<file path="src/rtl/fifo_ctrl_pkg.sv">
// Shared sizing helpers and reset constants for the FWFT FIFO controller.
// Status-flag outputs are built only when FIFO_CTRL_STATUS_FLAGS_EN is defined.
package fifo_ctrl_pkg;

  function automatic int fifo_depth(input int addr_width);
    return 1 << addr_width;
  endfunction

  // One extra bit so the occupancy can represent a completely full FIFO.
  function automatic int count_width(input int addr_width);
    return addr_width + 1;
  endfunction

  localparam logic RST_RD_VALID = 1'b0;
  localparam logic RST_OVERFLOW = 1'b0;

endpackage

</file>
<file path="src/rtl/fifo_dp_ram_ctrl_ram.sv">
// Simple dual-port storage: one write port, one registered read port.
// A read of the address being written in the same cycle returns the old word.
module simple_dual_port_RAM #(
  parameter int DATA_WIDTH = 8,
  parameter int ADDR_WIDTH = 4
) (
  input  logic                  clk,
  input  logic                  write_enable,
  input  logic [ADDR_WIDTH-1:0] write_addr,
  input  logic [DATA_WIDTH-1:0] write_data,
  input  logic [ADDR_WIDTH-1:0] read_addr,
  output logic [DATA_WIDTH-1:0] data_out
);

  logic [DATA_WIDTH-1:0] mem [2**ADDR_WIDTH];

  always_ff @(posedge clk) begin
    if (write_enable) begin
      mem[write_addr] <= write_data;
    end
    data_out <= mem[read_addr];
  end

endmodule

</file>
<file path="src/rtl/fifo_dp_ram_ctrl.sv">
// First-word-fall-through FIFO controller wrapped around simple_dual_port_RAM.
// Define FIFO_CTRL_STATUS_FLAGS_EN to add almost_full, almost_empty and overflow.
module fifo_dp_ram_ctrl
  import fifo_ctrl_pkg::*;
#(
  parameter int DATA_WIDTH = 8,
  parameter int ADDR_WIDTH = 4
`ifdef FIFO_CTRL_STATUS_FLAGS_EN
  ,
  parameter int AF_LEVEL   = (2**ADDR_WIDTH) - 2,
  parameter int AE_LEVEL   = 2
`endif
) (
  input  logic                               clk,
  input  logic                               rst,
  input  logic                               wr_valid,
  output logic                               wr_ready,
  input  logic [DATA_WIDTH-1:0]              wr_data,
  output logic                               rd_valid,
  input  logic                               rd_ready,
  output logic [DATA_WIDTH-1:0]              rd_data,
  output logic [count_width(ADDR_WIDTH)-1:0] count,
  output logic                               full,
  output logic                               empty
`ifdef FIFO_CTRL_STATUS_FLAGS_EN
  ,
  output logic                               almost_full,
  output logic                               almost_empty,
  output logic                               overflow
`endif
);

  localparam int DEPTH = fifo_depth(ADDR_WIDTH);
  localparam int CW    = count_width(ADDR_WIDTH);

  logic [ADDR_WIDTH-1:0] wr_ptr_q, wr_ptr_d;
  logic [ADDR_WIDTH-1:0] rd_ptr_q, rd_ptr_d;
  logic [CW-1:0]         count_q, count_d;
  logic                  rd_valid_q, rd_valid_d;
  logic                  push, pop, write_enable;
  logic [ADDR_WIDTH-1:0] read_addr;
  logic [DATA_WIDTH-1:0] ram_dout;

  assign full     = (count_q == CW'(DEPTH));
  assign empty    = (count_q == '0);
  assign wr_ready = !full;
  assign push     = wr_valid && wr_ready;
  assign pop      = rd_valid_q && rd_ready;

  assign write_enable = push && !rst;

  // Look one entry ahead on a pop so the next head is registered out in time.
  assign read_addr = pop ? (rd_ptr_q + ADDR_WIDTH'(1)) : rd_ptr_q;

  // count_q lags the RAM write by one cycle, so it equals the words written in
  // earlier cycles minus pops: exactly the words the RAM can already return.
  always_comb begin
    wr_ptr_d   = wr_ptr_q;
    rd_ptr_d   = rd_ptr_q;
    count_d    = count_q + CW'(push) - CW'(pop);
    rd_valid_d = ((count_q - CW'(pop)) != '0);
    if (push) begin
      wr_ptr_d = wr_ptr_q + ADDR_WIDTH'(1);
    end
    if (pop) begin
      rd_ptr_d = rd_ptr_q + ADDR_WIDTH'(1);
    end
  end

  always_ff @(posedge clk) begin
    if (rst) begin
      wr_ptr_q   <= '0;
      rd_ptr_q   <= '0;
      count_q    <= '0;
      rd_valid_q <= RST_RD_VALID;
    end else begin
      wr_ptr_q   <= wr_ptr_d;
      rd_ptr_q   <= rd_ptr_d;
      count_q    <= count_d;
      rd_valid_q <= rd_valid_d;
    end
  end

  simple_dual_port_RAM #(
    .DATA_WIDTH(DATA_WIDTH),
    .ADDR_WIDTH(ADDR_WIDTH)
  ) u_ram (
    .clk         (clk),
    .write_enable(write_enable),
    .write_addr  (wr_ptr_q),
    .write_data  (wr_data),
    .read_addr   (read_addr),
    .data_out    (ram_dout)
  );

  assign rd_valid = rd_valid_q;
  assign rd_data  = rd_valid_q ? ram_dout : '0;
  assign count    = count_q;

`ifdef FIFO_CTRL_STATUS_FLAGS_EN
  logic overflow_q;

  assign almost_full  = (count_q >= CW'(AF_LEVEL));
  assign almost_empty = (count_q <= CW'(AE_LEVEL));

  always_ff @(posedge clk) begin
    if (rst) begin
      overflow_q <= RST_OVERFLOW;
    end else if (wr_valid && full) begin
      overflow_q <= 1'b1;
    end
  end

  assign overflow = overflow_q;
`endif

endmodule

</file>
<file path="config.mk">
export PLATFORM = sky130hd
export DESIGN_NAME = fifo_dp_ram_ctrl
export DESIGN_NICKNAME = d
export VERILOG_FILES = /design/src/rtl/fifo_ctrl_pkg.sv /design/src/rtl/fifo_dp_ram_ctrl_ram.sv /design/src/rtl/fifo_dp_ram_ctrl.sv
export SDC_FILE = /design/constraint.sdc
export NUM_CORES = 1
export LEC_CHECK = 0
export CAP_MARGIN = 20
export CORE_ASPECT_RATIO = 1.4
export CORE_MARGIN = 10
export CORE_UTILIZATION = 45
export CTS_BUF_LIST = sky130_fd_sc_hd__clkbuf_4 sky130_fd_sc_hd__clkbuf_8
export DETAILED_ROUTE_END_ITERATION = 16
export SLEW_MARGIN = 40
export SYNTH_ARGS = -nofsm -noshare
export SYNTH_HDL_FRONTEND = slang
export SYNTH_SLANG_ARGS = --single-unit
</file>
<file path="constraint.sdc">
create_clock -name clk -period 4.1 [get_ports clk]
set_input_delay 0.615 -clock clk [delete_from_list [all_inputs] [get_ports clk]]
set_output_delay 0.615 -clock clk [all_outputs]
set_load 0.005 [all_outputs]
</file>
==> impl_metrics.py <==
metrics = {
    "cells_and_area": {
        "syn_to_final_growth_pct": 13.43,
        "drive_gt1_share_pct": 13.87,
        "final_cell_mix": "128 x edfxtp_1, 65 x nor2_1, 48 x a21oi_1, 38 x o21ai_0, 28 x clkdlybuf4s50_1",
        "layout_commonest_cell": "edfxtp_1",
        "final_util_pct": 52.09,
        "fin_area_um2": 7841,
        "final_nets": 627,
        "n_antenna_cell": 0,
    },
    "run_status": {
        "outcome": "finished, final reports clean",
    },
    "timing": {
        "hold_viol": 0,
        "worst_slew_pin_slew_ns": 0.7788,
        "rsz0062_at_grt": "no",
        "max_freq_mhz": 337.5,
        "fin_crit_ns": 2.963,
        "clock_skew_ns": 0.01335,
        "slew_viol_final": 0,
        "slew_headroom_pct": 47.89,
        "final-setup-viol-count": 0,
        "setup_tns_ns": 0,
        "holdWs_ns": 0.5200,
        "fin_crit_sh_pct": 72.27,
    },
    "detailed_routing": {
        "drt_iter0_drc": 433,
        "highest_layer": "met4",
        "dr_wl_met3_um": 1017,
        "drt_pass1_iterations": 5,
        "viasPerCell": 6.052,
        "vias": 4872,
        "totalWireLength_um": 17930,
        "drc_errors": 0,
        "drtAntennaViolNets": 0,
        "wl_met1_um": 7227,
        "wl_met2_um": 9062,
        "wl_per_cell_um": 22.28,
    },
    "clock_tree": {
        "ctsResizeCount": 0,
        "ctsHoldBuffers": 0,
        "clockRootBuffer": "clkbuf_8",
        "clk_pin_slew_worst_paths_ns": 0.08,
        "clockBufferDepth": 2,
        "cts_sinks": 150,
        "worstSkewPairLatency_ns": 0.45,
        "cts_setup_buffers": 0,
        "cts_inserted_buffers": 17,
        "cts_tree": "yes",
        "h-tree-depth": 4,
    },
    "global_routing": {
        "grt_pass1_wl_um": 27780,
        "grt_usage_pct": 17.02,
        "grt_overflow": 0,
        "grt_pass1_vias": 4926,
        "antenna_found_initial": 0,
        "grt_max_degree": 59,
    },
    "placement": {
        "gp_congestion": 0.8384,
        "placement.io_buffers": 28,
        "placedInstanceArea_um2": 7452,
        "dp_hpwl_um": 11290,
    },
    "synth": {
        "async_reset_ff_share_pct": 0,
        "synthFlopType": "edfxtp_1",
        "synth-warning-count": 0,
        "synth-compound-area-share_pct": 15.62,
        "yosys.area_share.simple_pct": 9.611,
        "synthXorXnorAreaFrac_pct": 1.792,
        "synth_cell_types": 44,
        "yosys.area.top_type": "edfxtp_1",
        "netlist_instances": 571,
        "synth_fa_ha_area_share_pct": 2.824,
        "yosys.area.top_type_share_pct": 55.60,
        "synth_nets": 598,
        "ys_ff_latch": 150,
        "synth.avg_cell_area_um2": 12.11,
        "synth-edff-count": 128,
        "syn_area_um2": 6913,
        "ys_top_cells_by_area": "edfxtp_1 56%, dfxtp_1 6.4%, nor2_1 3.9%, a21oi_1 3.5%, o21ai_0 2.8%",
        "synth_top_family_by_area": "compound AO/OA/AOI/OAI gates",
        "yosysSeqAreaShare_pct": 61.97,
        "muxShareOfSynthArea_pct": 4.217,
    },
    "die": {
        "die_area_um2": 20790,
        "core_um2": 15050,
        "start_util_pct": 45.92,
        "die_w_um": 124.8,
        "num_rows": 53,
        "ios": 29,
        "die_y_um": 166.7,
    },
    "flow_run": {
        "drv_cap": 0,
    },
    "critical_path": {
        "rrSetupSlack_ns": 1.14,
        "start_kind": "flop",
        "crit_slowest_cell": "dfxtp_1",
        "end_kind": "flop",
        "critical_path_buf_inv_count": 2,
        "critPathTopFamily": "adder cells",
        "crit_arrival_ns": 3.34,
        "crit_top_cell": "ha_1",
        "slowest_delay_ns": 0.45,
        "crit_chain": "inv_1, ha_1, nand4_1, nand2_1, ha_1, inv_1, ha_1, fa_1, a21oi_1, nor2_1, or3_1, a21oi_1",
        "critPathRequiredTime_ns": 4.48,
        "path_max_fanout": 6,
        "critical_path_class": "flop to flop",
    },
    "power_and_ir_drop": {
        "p_per_area_nw_per_um2": 577.8,
        "leakagePower_uw": 0.002611,
        "ir_drop_mv": 0.3521,
    },
    "hold_path": {
        "hold_path_class": "flop to flop",
    },
}
==> cell type report <==
type	instances	area, µm²
sequential	150	4285
clock inverter	13	132.6
tap	192	240.2
multi-input combinational	355	2377
inverter	27	106.4
timing repair buffer	49	450.4
fill	1295	7212
clock buffer	19	249.0
==> through the flow <==
step | total power, µW | instances | setup slack (ns)
6_report | 4531 | 805 | 1.137
5_1_grt | 4773 | 805 | 0.9138
4_1_cts | 4561 | 805 | 1.113
3_5_place_dp | 3465 | 773 | 0.7947
3_3_place_gp | 3449 | 773 | 0.8243
2_1_floorplan | 2915 | 571 | 1.318
==> final timing paths <==
check,from,cells past startpoint,end
min reg2reg,wr_ptr_q[1]$_SDFFE_PP0P_,2,wr_ptr_q[1]$_SDFFE_PP0P_
max reg2reg,count[3]$_SDFF_PP0_,12,count[4]$_SDFF_PP0_
min,wr_ptr_q[1]$_SDFFE_PP0P_,2,wr_ptr_q[1]$_SDFFE_PP0P_
max,count[3]$_SDFF_PP0_,12,count[4]$_SDFF_PP0_
==> cell families after synthesis <==
group,after synthesis
AOI/OAI and AO/OA,167
buffers and inverters,66
xor gates and xnor gates,12
DFF,150
adders and majority gates,15
muxes,17
and+or+nand+nor,144
==> worst register-to-register path, cell delays in order, from the launching register on <==
cell and delay (ns):
dfxtp_1 0.45, inv_1 0.12, ha_1 0.22, nand4_1 0.17, nand2_1 0.24, ha_1 0.35
inv_1 0.04, ha_1 0.20, fa_1 0.40, a21oi_1 0.16, nor2_1 0.07, or3_1 0.34
a21oi_1 0.15
==> Yosys cell counts, types with 10 or more instances <==
cell type,n
nor4_1,10
edfxtp_1,128
nor2_1,71
o22ai_1,12
o211ai_1,14
a21oi_1,48
buf_2,11
nand2_1,12
a211oi_1,14
a221oi_1,10
o21ai_0,38
dfxtp_1,22
inv_1,25
clkbuf_1,24
a21o_1,10
ha_1,14
nor3_1,25
==> metal layers <==
layer / vias to the layer above / global-route usage (%)
met5: - / 0
met4: 0 / 8.634
met3: 35 / 3.399
met2: 183 / 28.91
met1: 2417 / 19.91
li1: 2237 / -
==> power breakdown <==
part / leakage, µW / switching [µW] / internal (µW)
Sequential: 0.00134 / 98.9 / 1750
Combinational: 0.00109 / 891 / 691
Clock: 0.000188 / 550 / 550
Total: 0.00261 / 1540 / 2990
==> sequential cells by signal, indices dropped and copies added, names as in the netlist <==
signal and cells:
count 5, rd_valid 1, wr_ptr_q 4, rd_ptr_q 4, u_ram.data_out 8, u_ram.mem 128
(Power assumes the default switching activity.)
==> edit: new RTL, same flow settings <==
`DATA_WIDTH` is set to 8 in 2 places; all go to 6.
--- a/src/rtl/fifo_dp_ram_ctrl_ram.sv
+++ b/src/rtl/fifo_dp_ram_ctrl_ram.sv
@@ -1,7 +1,7 @@
 // Simple dual-port storage: one write port, one registered read port.
 // A read of the address being written in the same cycle returns the old word.
 module simple_dual_port_RAM #(
-  parameter int DATA_WIDTH = 8,
+  parameter int DATA_WIDTH = 6,
   parameter int ADDR_WIDTH = 4
 ) (
   input  logic                  clk,
--- a/src/rtl/fifo_dp_ram_ctrl.sv
+++ b/src/rtl/fifo_dp_ram_ctrl.sv
@@ -3,7 +3,7 @@
 module fifo_dp_ram_ctrl
   import fifo_ctrl_pkg::*;
 #(
-  parameter int DATA_WIDTH = 8,
+  parameter int DATA_WIDTH = 6,
   parameter int ADDR_WIDTH = 4
 `ifdef FIFO_CTRL_STATUS_FLAGS_EN
   ,
Ports: changed (resized rd_data and wr_data); port bits go from 29 to 25. No check against the original RTL was run, so the function may have changed too.
==> edit against the unedited design <==
  * Cell area is 20% lower
  * Critical path type unchanged
  * Hold slack better by 0.0071 ns
  * Synthesized area fell by 21%
  * Critical path depth is the same
  * Count of clock-buffer cells in the layout grew 5
  * Power down 17%
  * Sequential cell count decreased by 34
  * Largest cell class unchanged
  * Largest power group unchanged
  * Setup slack better by 0.053 ns
  * Wire length fell by 22%
==> edit: results (changes against the unedited design) <==
Synthesis:
- The number of warnings printed during yosys synthesis is 0 (unchanged).
- The dominant register cell in the synthesized netlist is sky130_fd_sc_hd__edfxtp_1 (unchanged).
- The distinct cell type count of the synthesized netlist was 42 (was 44).
- The post-synth net total is 512 (was 598).
- Leading cell types by total area after synthesis: sky130_fd_sc_hd__edfxtp_1, sky130_fd_sc_hd__dfxtp_1, sky130_fd_sc_hd__a21oi_1 (was sky130_fd_sc_hd__edfxtp_1, sky130_fd_sc_hd__dfxtp_1, sky130_fd_sc_hd__nor2_1).
- The share of synthesized flip-flops with an asynchronous set or reset is 0% (unchanged).
- The register area share after synthesis is 59.9% (was 62.0%).
- Most frequent cells after synthesis: sky130_fd_sc_hd__edfxtp_1, sky130_fd_sc_hd__nor2_1, sky130_fd_sc_hd__a21oi_1 (unchanged).
- The number of flops mapped to enable cells by yosys is 96 (was 128).

Global routing:
- The first-pass GRT wire length is 22600 um (was 27800 um).
- The initial antenna violation count is 0 (unchanged).
- The maximum number of pins on one net before global-route repair is 43 (was 59).
- The all-layer global routing usage came to 17.3% (was 17.0%).

Layout:
- The final antenna diode count is 0 (unchanged).
- The layout net count is 536 (was 627).
- The fraction of final layout cells with drive strength greater than 1 is 10.5% (was 13.9%).
- The register name with the most flops is u_ram.mem (unchanged).
- The number of inserted filler cells in the final layout is 1057 (was 1295).
- The number of flip-flops under the largest register name came to 96 (was 128).

Routing:
- The met2 layer wire length in the routed design is 7270 um (was 9060 um).
- The routed length on met3 was 658 um (was 1020 um).
- The detailed-route wire length came to 14000 um (was 17900 um).
- The number of iterations in the first detailed-routing pass is 5 (unchanged).
- The routed length on met1 was 5610 um (was 7230 um).
- The highest metal layer with signal wires is met4 (unchanged).
- The first-iteration detailed-routing DRC count came to 359 (was 433).
- The detailed-route via count came to 3966 (was 4872).

CTS:
- The post-CTS setup repair buffer count came to 0 (unchanged).
- The later-pin clock latency in the skew report is 0.44 ns.
- The number of levels the H-tree was split into is 4 (unchanged).
- The clock buffer count from CTS is 17 (unchanged).
- The root buffer cell is sky130_fd_sc_hd__clkbuf_8 (unchanged).
- The number of gates resized after cts was 0 (unchanged).
- The CTS clock-pin slew for the worst setup and hold paths is 0.06 ns (was 0.08 ns).
- The deepest clock path buffer count is 2 (unchanged).

Timing:
- The headroom to the max-slew limit is 47.7% (was 47.9%).
- The worst setup skew after layout is 0.00965 ns (was 0.0133 ns).

Placed design:
- The number of buffers inserted by port buffering was 24 (was 28).
- The final weighted congestion in routability-driven placement was 0.827 (was 0.838).
- The worst setup slack after placement is 0.833 ns (was 0.795 ns).
- The final HPWL from detailed placement is 9250 um (was 11300 um).

Worst setup path:
- The maximum fanout along the worst path is 6 (unchanged).

Power:
- The cell leakage power is 2.09 nW (was 2.61 nW).
- The highest ir drop seen on vdd is 0.411 mV (was 0.352 mV).

Min path:
- The path category of the worst min-delay check is register to register (unchanged).

Outcome:
- Outcome: completed (unchanged).
[edit: critical path, stage by stage (launching register included)]
cell,delay (ns)
sky130_fd_sc_hd__dfxtp_1,0.42
sky130_fd_sc_hd__inv_1,0.12
sky130_fd_sc_hd__ha_1,0.25
sky130_fd_sc_hd__nand4_1,0.19
sky130_fd_sc_hd__nand2_1,0.20
sky130_fd_sc_hd__ha_1,0.32
sky130_fd_sc_hd__inv_1,0.04
sky130_fd_sc_hd__ha_1,0.20
sky130_fd_sc_hd__fa_1,0.41
sky130_fd_sc_hd__a21oi_1,0.15
sky130_fd_sc_hd__nor2_1,0.06
sky130_fd_sc_hd__or3_1,0.34
sky130_fd_sc_hd__a21oi_1,0.14
[edit: layout make-up]
type,instances,area share (%)
Sequential cell,116,52.6
Clock inverter,8,1.38
Clock buffer,24,4.59
Multi-Input combinational cell,321,32.0
Timing Repair Buffer,35,5.17
Tap cell,147,2.95
Inverter,20,1.28
[edit: layer usage]
metal  vias up  GRT usage, %
met1      1939          19.7
li1       1859             -
met2       130          29.2
met5         -             0
met3        38          3.82
met4         0          9.99
[edit: logic make-up (layout without fill, tap and decap cells)]
family | after synthesis | count (layout) | synth area share (%)
muxes | 8 | 8 | 2.60
and+or+nand+nor | 167 | 167 | 15.0
buffers and inverters | 50 | 87 | 3.79
xor gates and xnor gates | 12 | 12 | 2.53
AOI/OAI and AO/OA | 119 | 119 | 12.6
DFF | 116 | 116 | 59.9
adders and majority gates | 15 | 15 | 3.56
[edit: final timing paths]
check,start,endpoint,slack (ns),depth (start not counted)
max,count[2]$_SDFF_PP0_,count[4]$_SDFF_PP0_,1.19,12
min,wr_ptr_q[1]$_SDFFE_PP0P_,wr_ptr_q[1]$_SDFFE_PP0P_,0.53,2
max reg2reg,count[2]$_SDFF_PP0_,count[4]$_SDFF_PP0_,1.19,12
min reg2reg,wr_ptr_q[1]$_SDFFE_PP0P_,wr_ptr_q[1]$_SDFFE_PP0P_,0.53,2
[edit: power breakdown]
group	internal [mW]	leakage [nW]	switching, mW
Sequential	1.36	1.03	0.0906
Clock	0.576	0.199	0.414
Combinational	0.546	0.859	0.755
[edit: metrics by stage]
step           cells  cell area [um2]  power (mW)
2_1_floorplan    487             5480        2.32
3_3_place_gp     639             5860        2.75
3_5_place_dp     639             5870        2.77
4_1_cts          671             6240        3.76
5_1_grt          671             6240        3.98
6_report         671             6240        3.74
